--- config.mk ---
export PLATFORM = sky130hd
export DESIGN_NAME = subtractor_serial
export DESIGN_NICKNAME = d
export VERILOG_FILES = /design/src/rtl/subtractor_serial.sv
export SDC_FILE = /design/constraint.sdc
export NUM_CORES = 1
export LEC_CHECK = 0
export CORE_AREA = 3 3 64 66
export CTS_BUF_LIST = sky130_fd_sc_hd__clkbuf_4 sky130_fd_sc_hd__clkbuf_8
export DETAILED_ROUTE_END_ITERATION = 10
export DIE_AREA = 0 0 67 69
export GPL_ROUTABILITY_DRIVEN = 0
export GPL_TIMING_DRIVEN = 0
export HOLD_SLACK_MARGIN = 0.05
export PLACE_DENSITY = 0.72
export SYNTH_ARGS = -nofsm -noshare
export SYNTH_HDL_FRONTEND = slang
export SYNTH_SLANG_ARGS = --single-unit
--- constraint.sdc ---
create_clock -name Clk -period 1.3 [get_ports Clk]
set_input_delay 0.13 -clock Clk [delete_from_list [all_inputs] [get_ports Clk]]
set_output_delay 0.13 -clock Clk [all_outputs]
set_load 0.005 [all_outputs]
--- src/rtl/subtractor_serial.sv ---
// Bit-serial unsigned subtractor: one full-subtractor cell, LSB first, WIDTH shift cycles per result.
// Define SUBTRACTOR_SERIAL_OVERFLOW_EN to add the registered signed Overflow output.
module subtractor_serial #(
    parameter int WIDTH = 8
) (
    input  logic             Clk,
    input  logic             Reset_n,
    input  logic             Start,
    input  logic [WIDTH-1:0] Minuend,
    input  logic [WIDTH-1:0] Subtrahend,
    output logic             Busy,
    output logic             Done,
    output logic [WIDTH-1:0] Difference,
    output logic             Borrow_out
`ifdef SUBTRACTOR_SERIAL_OVERFLOW_EN
    ,
    output logic             Overflow
`endif
);

    localparam int CW = $clog2(WIDTH);

    localparam logic [1:0] IDLE  = 2'd0;
    localparam logic [1:0] SHIFT = 2'd1;
    localparam logic [1:0] DONE  = 2'd2;

    logic [1:0]       state;
    logic [WIDTH-1:0] a_sr;
    logic [WIDTH-1:0] b_sr;
    logic [WIDTH-2:0] work;
    logic             br;
    logic [CW-1:0]    cnt;

    logic             a;
    logic             b;
    logic             d;
    logic             br_next;
    logic             last;
    logic [WIDTH-1:0] shifted;

    // Single full-subtractor cell on the current LSBs.
    assign a       = a_sr[0];
    assign b       = b_sr[0];
    assign d       = a ^ b ^ br;
    assign br_next = (~a & b) | (~(a ^ b) & br);
    assign last    = (cnt == CW'(WIDTH - 1));
    // Working result is one bit short; the newest bit completes it on the last edge.
    assign shifted = {d, work};

    always_ff @(posedge Clk) begin
        if (!Reset_n) begin
            state      <= IDLE;
            a_sr       <= '0;
            b_sr       <= '0;
            work       <= '0;
            br         <= 1'b0;
            cnt        <= '0;
            Busy       <= 1'b0;
            Done       <= 1'b0;
            Difference <= '0;
            Borrow_out <= 1'b0;
`ifdef SUBTRACTOR_SERIAL_OVERFLOW_EN
            Overflow   <= 1'b0;
`endif
        end else begin
            case (state)
                IDLE: begin
                    Done <= 1'b0;
                    if (Start) begin
                        a_sr  <= Minuend;
                        b_sr  <= Subtrahend;
                        work  <= '0;
                        br    <= 1'b0;
                        cnt   <= '0;
                        Busy  <= 1'b1;
                        state <= SHIFT;
                    end
                end
                SHIFT: begin
                    a_sr <= a_sr >> 1;
                    b_sr <= b_sr >> 1;
                    br   <= br_next;
                    work <= shifted[WIDTH-1:1];
                    cnt  <= cnt + 1'b1;
                    if (last) begin
                        state      <= DONE;
                        Busy       <= 1'b0;
                        Done       <= 1'b1;
                        Difference <= shifted;
                        Borrow_out <= br_next;
`ifdef SUBTRACTOR_SERIAL_OVERFLOW_EN
                        // On the last edge a/b are the latched operand MSBs and d is the result MSB.
                        Overflow   <= (a != b) && (d != a);
`endif
                    end
                end
                DONE: begin
                    Done  <= 1'b0;
                    state <= IDLE;
                end
                default: state <= IDLE;
            endcase
        end
    end

endmodule

==> results.md <==
* Result of the run: complete, no violations
* Max H-tree Level at 2
* CP Cell Sequence: clkdlybuf4s50_1
* Buffer cell driving the clock tree root: sky130_fd_sc_hd__clkbuf_8
* Clock transition at the registers of the reported paths at 0.08 ns
* RSZ-0062 raised after global routing: yes
* Worst hold path endpoint: Difference[2]
* Post-detailed-placement half-perimeter wirelength at ~2.5 mm
* Netlist area before placement at 1600 um^2
* Congestion Overflow GR at 0
* Netlist cell types at 26
* First-pass GRT wire length at slightly above 6 mm
* Cts bufs inserted at 5
* Largest stage delay on the critical path at 0.51 ns
* Area added between synthesis and finish at 35.5%
* Top routing layer used: met4
* Biggest area contributors in the synthesized netlist: sky130_fd_sc_hd__dfxtp_1 (50%), sky130_fd_sc_hd__mux2i_1 (9.4%), sky130_fd_sc_hd__o211ai_1 (6.6%)
* Overall routing resource usage at 0.172
* Worst reg-to-reg setup slack at around 0.015 ns
* Total placed cells including tap cells at 245
* Number of diodes at 0
* Number of warnings reported in the yosys synthesis log at 0
* Final routed wire length divided by cell count at 14.1 um
* Final clock period utilization by the worst path at 0.988
* R2R depth at 7
* Arrival time at the worst endpoint at about 1.2 ns
* Class of the most critical hold timing path: in2reg
* Detailed-route DRC error count at 0
* Most common cell after layout, fill and taps aside: sky130_fd_sc_hd__dfxtp_1
* Max capacitance violation total at 0
* Drt pass-1 iters at 4
* Total Neg Setup Slack at 0 ns
* Number of nets produced by synthesis at 191
* Number of standard cells in the layout, taps in and fillers out at 257
* PnR worst setup slack at 0.0151 ns
* Setup CP Type: reg2out
* Area share of the largest cell type after synthesis at 0.500
* CTS max path bufs at 2
* Source-to-sink clock delay at the later pin of the worst-skew pair at 0.29 ns
* Slowest-stage cell, CP: sky130_fd_sc_hd__clkdlybuf4s50_1
* WL met1 at 1.65 mm
* Final worst path period need at between 1 and 1.5 ns
* Nature of the critical path startpoint: flip-flop
* Routed vias at 1359
* Dpl ws at -0.235 ns
* Initial antenna violation count at 0
* Top-level port count at 30
* Met3 wirelength from detailed routing at 188 um
* Per-instance average area after synthesis at roughly 9.5 um^2
* Horizontal die dimension at about 67 um
* Sinks on the clock net at 40
* Highest Clock Rate at 778 MHz
* Count of pins over their slew limit at 0
* Static leakage at roughly 0.83 nW
* # port buffers at 28
* DRT iter0 DRCs at 60
* DRT antenna net count at 0
* Vert. Die Dim at between 60 and 70 um
* Reg-to-reg critical path startpoint: cnt[1]
* Biggest fanout along the worst timing path at 2
* Sequential-to-total area share from yosys stat at 0.500
* Final Net Count at 230
* Dominant delay contributor by cell family on the critical path: buffers and inverters
* Power density over cell area at 1110 nW/um^2
* Placeable core area at 3630 um^2
* Clock tree from TritonCTS: yes
* DRT Wirelength at ~3.6 mm
* Effective utilization at floorplan at 0.441
* Leading area contributor after synthesis: sky130_fd_sc_hd__dfxtp_1
* Final Skew at approximately 0.01 ns
* Final Hold Fails at 0
* Terminus of the critical flop-to-flop path: Borrow_out
* IR drop worst, VDD at about 720 uV
* Vias per Instance at 5.29
* Critical path required time at 1.17 ns
* Total setup violations reported at the end of the flow at 0
* Setup crit end kind: output port
* Total of fill cells in the finished design at 337
* Worst Hold Path Cells at 3
* Number of placement rows at 22
* Synthesis-stage register bit count at 40
* Die Footprint at between 4000 and 5000 um^2
* Slew HR at 0.669
* Largest net degree at the start of global routing at 13
* Met2 layer wire length in the routed design at 1.74 mm
* Share of post-route cells with drive strength above 1 at 0.191
* Gate Count Post-Synth at 169
* Bufs and invs on worst path at 1
* Slew at the pin closest to its max-slew limit at ~0.50 ns
* Via count of the first global-routing pass at roughly 1300
* Hold path startpoint: Reset_n
* Leading cell types in the layout, fill and taps excluded: sky130_fd_sc_hd__dfxtp_1 (34), sky130_fd_sc_hd__clkdlybuf4s50_1 (24), sky130_fd_sc_hd__o21ai_1 (18)
==> timing repair <==
action / CTS / global route
endpoints found under the hold margin: 0 / 0
endpoints found under the setup margin: 11 / 42
resized for setup: 19 / 27
cloned: 2 / 0
setup buffers: 1 / 1
pin swaps: 4 / 1
hold buffers: 0 / 0
==> where the power goes <==
| group | internal, W | switching [W] |
|---|---|---|
| Clock | 0.000425 | 0.000418 |
| Sequential | 0.00127 | 0.0000284 |
| Combinational | 0.000139 | 0.000128 |
==> cell type report <==
| cell class | instances | area [um^2] | share of cell area |
|---|---|---|---|
| timing repair buffer | 32 | 328 | 0.151 |
| inverter | 4 | 15.0 | 0.00691 |
| multi-input combinational | 109 | 762 | 0.351 |
| clock buffer | 7 | 83.8 | 0.0386 |
| clock inverter | 1 | 8.76 | 0.00403 |
| buffer | 16 | 106 | 0.0490 |
| tap | 48 | 60.1 | 0.0276 |
| sequential | 40 | 808 | 0.372 |
==> Yosys cell counts (all sizes together) <==
cell type,instances
o21ai,28
fa,1
a21oi,6
o22ai,7
nand3b,3
nor2,3
clkbuf,8
mux2i,15
o32ai,1
inv,4
o31ai,1
nor3,2
o211ai,14
ha,2
nand2b,1
nor2b,3
dfxtp,40
or3,1
nand2,12
buf,8
nand3,9
==> metrics by stage <==
stage | instance area, um^2 | utilization | hold WS (ns) | power [W]
2_1_floorplan | 1600 | - | 0.290 | 0.00148
3_3_place_gp | 1940 | 0.535 | 0.445 | 0.00156
3_5_place_dp | 1940 | 0.535 | 0.459 | 0.00158
4_1_cts | 2120 | 0.582 | 0.195 | 0.00242
5_1_grt | 2170 | 0.598 | 0.217 | 0.00254
6_report | 2170 | 0.598 | 0.192 | 0.00241
==> sequential cells by signal (all words and copies together) (netlist names) <==
name and count:
Borrow_out 1, Busy 1, Difference 8, Done 1, a_sr 8, b_sr 8, br 1, cnt 3
state 2, work 7
==> metal layers <==
| metal | track usage | vias up |
|---|---|---|
| met5 | 0 | - |
| met4 | 0.0586 | 0 |
| met3 | 0.0603 | 4 |
| met2 | 0.250 | 35 |
| met1 | 0.235 | 631 |
| li1 | - | 689 |
==> tightest hold or removal path, delay by kind of cell <==
family | cells | cell delay, ns
buffers and inverters | 1 | 0.14
AO/OA/AOI/OAI | 1 | 0.06
AND/OR/NAND/NOR | 1 | 0.11
==> cell families (layout without fill, tap and decap cells) <==
family	Yosys count	count (layout)	synth area share
mux	15	15	0.0937
flops	40	40	0.500
simple gates	34	34	0.109
fa+ha+maj	3	3	0.0281
compound gates	57	57	0.209
buf+inv	20	60	0.0601
==> worst max-delay path by stage <==
stage | start | slack (ns) | end | cells past startpoint
floorplan | cnt[0] | 0.05 | Borrow_out | 6
global placement | cnt[0] | -0.18 | Difference[0] | 5
detailed placement | cnt[0] | -0.24 | Difference[6] | 5
CTS | cnt[1] | -0.04 | Difference[1] | 6
global route | Difference[6] | -0.05 | Difference[6] | 1
finish | Difference[6] | 0.02 | Difference[6] | 1
No activity file was read; power rests on OpenSTA's default activity.
